`src/rtl/inst_decode_stage_pkg.sv`:
```
// Shared MIPS decode definitions: opcode/funct encodings, ALU control codes
// and the control bundle produced by the decoder.
package inst_decode_stage_pkg;

  localparam logic [5:0] OP_RTYPE = 6'b000000;
  localparam logic [5:0] OP_LW    = 6'b100011;
  localparam logic [5:0] OP_SW    = 6'b101011;
  localparam logic [5:0] OP_BEQ   = 6'b000100;
  localparam logic [5:0] OP_ADDI  = 6'b001000;
  localparam logic [5:0] OP_J     = 6'b000010;

  localparam logic [5:0] FN_ADD = 6'b100000;
  localparam logic [5:0] FN_SUB = 6'b100010;
  localparam logic [5:0] FN_AND = 6'b100100;
  localparam logic [5:0] FN_OR  = 6'b100101;
  localparam logic [5:0] FN_SLT = 6'b101010;

  typedef enum logic [2:0] {
    ALU_AND = 3'b000,
    ALU_OR  = 3'b001,
    ALU_ADD = 3'b010,
    ALU_SUB = 3'b110,
    ALU_SLT = 3'b111
  } alu_op_e;

  typedef struct packed {
    logic    jump;
    logic    branch;
    logic    alusrc;
    logic    memwrite;
    logic    memtoreg;
    logic    regwrite;
    logic    regdst;
    alu_op_e alucontrol;
    logic    illegal;
  } ctrl_t;

endpackage

```
`src/rtl/inst_decode_stage_ctrl_decoder.sv`:
```
// Combinational MIPS main decoder: opcode/funct to control bundle.
// Any undecodable instruction yields illegal=1 with every control low.
module ctrl_decoder
  import inst_decode_stage_pkg::*;
(
  input  logic [5:0] i_op,
  input  logic [5:0] i_funct,
  input  logic       i_nop,
  output ctrl_t      o_ctrl
);

  // NOTE: the default assignment first means every path drives o_ctrl, so no latch is inferred.
  always_comb begin
    o_ctrl = '0;
    if (!i_nop) begin
      case (i_op)
        OP_RTYPE: begin
          o_ctrl.regwrite = 1'b1;
          o_ctrl.regdst   = 1'b1;
          case (i_funct)
            FN_ADD:  o_ctrl.alucontrol = ALU_ADD;
            FN_SUB:  o_ctrl.alucontrol = ALU_SUB;
            FN_AND:  o_ctrl.alucontrol = ALU_AND;
            FN_OR:   o_ctrl.alucontrol = ALU_OR;
            FN_SLT:  o_ctrl.alucontrol = ALU_SLT;
            default: begin
              o_ctrl         = '0;
              o_ctrl.illegal = 1'b1;
            end
          endcase
        end
        OP_LW: begin
          o_ctrl.regwrite   = 1'b1;
          o_ctrl.alusrc     = 1'b1;
          o_ctrl.memtoreg   = 1'b1;
          o_ctrl.alucontrol = ALU_ADD;
        end
        OP_SW: begin
          o_ctrl.alusrc     = 1'b1;
          o_ctrl.memwrite   = 1'b1;
          o_ctrl.alucontrol = ALU_ADD;
        end
        OP_BEQ: begin
          o_ctrl.branch     = 1'b1;
          o_ctrl.alucontrol = ALU_SUB;
        end
        OP_ADDI: begin
          o_ctrl.regwrite   = 1'b1;
          o_ctrl.alusrc     = 1'b1;
          o_ctrl.alucontrol = ALU_ADD;
        end
        OP_J:    o_ctrl.jump    = 1'b1;
        default: o_ctrl.illegal = 1'b1;
      endcase
    end
  end

endmodule

```
`src/rtl/inst_decode_stage.sv`:
```
// IF/ID pipeline stage: registers the fetched instruction and PC+4, decodes
// it into registered controls/fields, with stall, flush, sticky illegal flag and counter.
module inst_decode_stage
  import inst_decode_stage_pkg::*;
#(
  parameter int DATA_W = 32,
  parameter int CNT_W  = 32
) (
  input  logic              clk,
  input  logic              clr_n,
  input  logic              fetch_valid,
  input  logic [DATA_W-1:0] inst_in,
  input  logic [DATA_W-1:0] pc4_in,
  input  logic              stall,
  input  logic              flush,
  output logic              id_valid,
  output logic [DATA_W-1:0] id_inst,
  output logic [DATA_W-1:0] id_pc4,
  output logic              jump,
  output logic              branch,
  output logic              alusrc,
  output logic              memwrite,
  output logic              memtoreg,
  output logic              regwrite,
  output logic              regdst,
  output logic [2:0]        alucontrol,
  output logic [4:0]        rs,
  output logic [4:0]        rt,
  output logic [4:0]        rd,
  output logic [DATA_W-1:0] imm_ext,
  output logic [DATA_W-1:0] jump_target,
  output logic              illegal,
  output logic              illegal_seen,
  output logic [CNT_W-1:0]  dec_count
);

  ctrl_t             w_ctrl;
  logic              w_nop;
  logic              w_bubble;

  logic              r_valid;
  logic [DATA_W-1:0] r_inst;
  logic [DATA_W-1:0] r_pc4;
  ctrl_t             r_ctrl;
  logic [DATA_W-1:0] r_imm_ext;
  logic [DATA_W-1:0] r_jump_target;
  logic              r_illegal_seen;
  logic [CNT_W-1:0]  r_dec_count;

  assign w_nop = (inst_in == '0);

  ctrl_decoder u_ctrl_decoder (
    .i_op    (inst_in[31:26]),
    .i_funct (inst_in[5:0]),
    .i_nop   (w_nop),
    .o_ctrl  (w_ctrl)
  );

  // Flush always bubbles; an unstalled cycle without a fetch bubbles as well.
  assign w_bubble = flush || (!stall && !fetch_valid);

  // NOTE: state registers use non-blocking assignments so every flop samples pre-edge values.
  always_ff @(posedge clk or negedge clr_n) begin
    if (!clr_n) begin
      r_valid        <= 1'b0;
      r_inst         <= '0;
      r_pc4          <= '0;
      r_ctrl         <= '0;
      r_imm_ext      <= '0;
      r_jump_target  <= '0;
      r_illegal_seen <= 1'b0;
      r_dec_count    <= '0;
    end else if (w_bubble) begin
      r_valid       <= 1'b0;
      r_inst        <= '0;
      r_pc4         <= '0;
      r_ctrl        <= '0;
      r_imm_ext     <= '0;
      r_jump_target <= '0;
    end else if (!stall) begin
      r_valid        <= 1'b1;
      r_inst         <= inst_in;
      r_pc4          <= pc4_in;
      r_ctrl         <= w_ctrl;
      r_imm_ext      <= {{(DATA_W-16){inst_in[15]}}, inst_in[15:0]};
      r_jump_target  <= {pc4_in[DATA_W-1 -: 4], inst_in[25:0], 2'b00};
      r_illegal_seen <= r_illegal_seen | w_ctrl.illegal;
      r_dec_count    <= r_dec_count + CNT_W'(1);
    end
  end

  assign id_valid     = r_valid;
  assign id_inst      = r_inst;
  assign id_pc4       = r_pc4;
  assign jump         = r_ctrl.jump;
  assign branch       = r_ctrl.branch;
  assign alusrc       = r_ctrl.alusrc;
  assign memwrite     = r_ctrl.memwrite;
  assign memtoreg     = r_ctrl.memtoreg;
  assign regwrite     = r_ctrl.regwrite;
  assign regdst       = r_ctrl.regdst;
  assign alucontrol   = r_ctrl.alucontrol;
  assign illegal      = r_ctrl.illegal;
  assign rs           = r_inst[25:21];
  assign rt           = r_inst[20:16];
  assign rd           = r_inst[15:11];
  assign imm_ext      = r_imm_ext;
  assign jump_target  = r_jump_target;
  assign illegal_seen = r_illegal_seen;
  assign dec_count    = r_dec_count;

endmodule

```
`config.mk`:
```
export PLATFORM = sky130hd
export DESIGN_NAME = inst_decode_stage
export DESIGN_NICKNAME = d
export VERILOG_FILES = /design/src/rtl/inst_decode_stage_pkg.sv /design/src/rtl/inst_decode_stage_ctrl_decoder.sv /design/src/rtl/inst_decode_stage.sv
export SDC_FILE = /design/constraint.sdc
export NUM_CORES = 1
export LEC_CHECK = 0
export ABC_AREA = 1
export CELL_PAD_IN_SITES_DETAIL_PLACEMENT = 1
export CELL_PAD_IN_SITES_GLOBAL_PLACEMENT = 1
export CORE_MARGIN = 2
export CORE_UTILIZATION = 30
export DETAILED_ROUTE_END_ITERATION = 16
export GPL_TIMING_DRIVEN = 0
export PLACE_DENSITY = 0.91
export SLEW_MARGIN = 20
export SYNTH_ARGS = -nofsm -noshare
export SYNTH_HDL_FRONTEND = slang
export SYNTH_HIERARCHICAL = 1
export SYNTH_SLANG_ARGS = --single-unit
```
`constraint.sdc`:
```
create_clock -name clk -period 1.95 [get_ports clk]
set_clock_uncertainty 0.2 [all_clocks]
set_input_delay 0.39 -clock clk [delete_from_list [all_inputs] [get_ports clk]]
set_output_delay 0.39 -clock clk [all_outputs]
set_load 0.02 [all_outputs]
```
==> run summary <==
status: finished, final reports clean
Worst Hold Depth: 3
Core Region: 18800 um^2
Reg2Reg Setup Slack: 0.12 ns
CTS tree: built
top cell types by occurrence after synthesis: 205 x nand2_1, 109 x dfrtp_1, 102 x nand3_1
Rows: 50
Slew Limit Headroom: 62.5%
routability cong.: 0.817
H-tree levels: 3
Area growth, synth to finish: 58.1%
prevailing post-synth register cell: dfrtp_1
sequential area share after synthesis: 47.0%
Max Root-Sink Buffers: 2
cells along the critical path: clkdlybuf4s50_1
area leader, netlist: dfrtp_1
Cells after Synth: 720
number of synthesized register bits: 109
vias in the first global route: 6136
min-delay src: inst_in[7]
initial antenna violation count: 2
routed wire length: 21600 um
final worst path period share: 99.0%
Logic pwr share: 19.2%
Synth Area per Inst: 8.06 um^2
Die ar.: 20500 um^2
Worst EP arrival: 1.34 ns
Crit-path slowest cell: clkdlybuf4s50_1
initial DRC count: 177
Vias per Instance: 4.58
Async SR Flop Fraction: 100%
layout cells sized above 1: 21.0%
Clock Power Share: 38.3%
Buf+Inv Stages, Crit Path: 1
final hold vios: 0
Synth cell types: 35
HPWL Detailed: 16400 um
Pint: 4.19 mW
Cell Area, Synth: 5800 um^2
via count: 5830
Worst VDD drop: 383 uV
CP required: 1.36 ns
Slew Viols, Final: 0
first-pass GRT wire length: 33400 um
WL/cell: 16.9 um
Sink Count: 109
Largest stage delay, worst path: 0.64 ns
clock root cell: clkbuf_16
Slew @ Worst Pin: 0.563 ns
DRC: 0
P_sw: 1.59 mW
RR Endpoint: dec_count[26]$_DFFE_PN0P_
largest net degree at the start of global routing: 58
Synth warnings: 6
critical path class: reg2out
startpoint type of the worst setup path: flop
Sequential Power Share: 42.5%
worst slack, placed: -0.835 ns
PortBufs: 254
minimum clock period: 1.93 ns
Post-synth EDFFs: 0
most frequent cell after synthesis: nand2_1
DR pass1 iterations: 4
placed cell area: 8700 um^2
Hold Path End: id_inst[7]$_DFFE_PN0P_
Final Setup Violations: 0
GRT Total Usage: 21.1%
CP endpoint kind: output pin
Yosys top cell area share: 47.0%
Post-DRT Antenna Nets: 0
Ports: 257
GRT overflow: 0
Pwr Density: 630 nW/um^2
Reg-to-Reg Start: dec_count[1]$_DFFE_PN0P_
clock latency on the worst-skew pair: 0.35 ns
clock slew at reported path FFs: 0.07 ns
max-cap violations: 0
LEAKAGE: 5.63 nW
Design Area, Final: 9170 um^2
Sw Ratio: 27.5%
Min-Delay Path Class: in2reg
Worst Reg-to-Reg Cells: 8
Max Freq: 0.518 GHz
Crit Path Max Fanout: 2
cell family with most CP delay: buffers and inverters
# nets final: 1075
die height: 143 um
Die X: 143 um
setup ws final: 0.0201 ns
TritonCTS Buffers: 9
Synth area leaders: dfrtp_1 47%, nand2_1 13%, buf_4 11%
initial core utilization: 30.8%
[worst max-delay path by stage]
stage	slack [ns]	endpoint	depth (start not counted)	from
after floorplan	0.15	illegal$_DFFE_PN0P_	11	inst_in[6]
after global placement	-4.13	id_pc4[10]$_DFFE_PN0P_	1	clr_n
after global routing	-0.01	dec_count[26]$_DFFE_PN0P_	8	dec_count[1]$_DFFE_PN0P_
after CTS	0.0004	imm_ext[26]	3	id_inst[15]$_DFFE_PN0P_
final	0.02	alucontrol[2]	1	alucontrol[2]$_DFFE_PN0P_
after detailed placement	-0.84	illegal$_DFFE_PN0P_	12	inst_in[29]
[what timing repair did]
| action | CTS | global route |
|---|---|---|
| resized for setup | 249 | 68 |
| setup buffers | 13 | 5 |
| hold buffers | 1 | 0 |
| hold endpoints to repair | 52 | 0 |
| setup endpoints to repair | 170 | 104 |
| pin swaps | 14 | 12 |
[routing by layer]
metal | GRT usage (%) | up-vias | wire length [um]
met2 | 37.3 | 169 | 11300
met4 | 8.08 | 0 | 489
met1 | 25.7 | 2876 | 8690
met3 | 3.29 | 26 | 1050
li1 | - | 2759 | -
met5 | 0 | - | 0
[cell families (layout without fill, tap and decap cells)]
| kind of cell | Yosys count | count (layout) | synth area share (%) |
|---|---|---|---|
| AO/OA/AOI/OAI | 26 | 26 | 2.50 |
| flip-flops | 109 | 109 | 47.0 |
| AND/OR/NAND/NOR | 390 | 390 | 30.3 |
| adder cells (fa/ha/maj) | 1 | 1 | 0.216 |
| XOR/XNOR | 20 | 20 | 3.02 |
| other | 1 | 4 | 0.0646 |
| buffers and inverters | 173 | 462 | 16.9 |
[power by group through the flow]
| stage | clock [mW] | combinational, mW | sequential [mW] |
|---|---|---|---|
| 6_report | 2.22 | 1.11 | 2.46 |
| 5_1_grt | 2.38 | 1.19 | 2.47 |
| 4_1_cts | 2.28 | 1.09 | 2.46 |
| 3_5_place_dp | 0 | 1.16 | 2.51 |
| 3_3_place_gp | 0 | 1.13 | 2.50 |
| 2_1_floorplan | 0 | 0.388 | 2.61 |
[metrics by stage]
step                util (%)  setup TNS (ns)  cells  hold slack [ns]  power (mW)
finish                  48.7               0   1272            0.151        5.78
global route            48.7         -0.0202   1272            0.170        6.04
floorplan                  -               0    721           -0.106        3.00
CTS                     47.8               0   1266            0.240        5.84
global placement        46.1         -484.72   1235            0.262        3.63
detailed placement      46.2          -38.64   1236            0.188        3.67
[sequential cells by signal (all words and copies together), names as in the netlist, 3 cells and up]
| name | flops |
|---|---|
| id_inst | 32 |
| alucontrol | 3 |
| id_pc4 | 31 |
| dec_count | 32 |
[final cells by class]
| class | instances | area (um^2) |
|---|---|---|
| Antenna cell | 2 | 5.00 |
| Timing Repair Buffer | 274 | 2540 |
| Buffer | 104 | 732 |
| Fill cell | 2302 | 9660 |
| Multi-Input combinational cell | 439 | 2220 |
| Clock inverter | 3 | 90.1 |
| Clock buffer | 13 | 270 |
| Inverter | 68 | 260 |
| Sequential cell | 109 | 2740 |
| Tap cell | 260 | 325 |
[placed cells by master, fill, tap and decap left out, types with 30 or more instances in the layout]
| cell | count |
|---|---|
| buf_2 | 30 |
| buf_4 | 103 |
| clkdlybuf4s50_1 | 48 |
| dfrtp_1 | 104 |
| dlygate4sd2_1 | 147 |
| dlymetal6s2s_1 | 38 |
| inv_1 | 53 |
| nand2_1 | 203 |
| nand3_1 | 99 |
| nor2_1 | 35 |
Power figures use the tool's default switching activity.
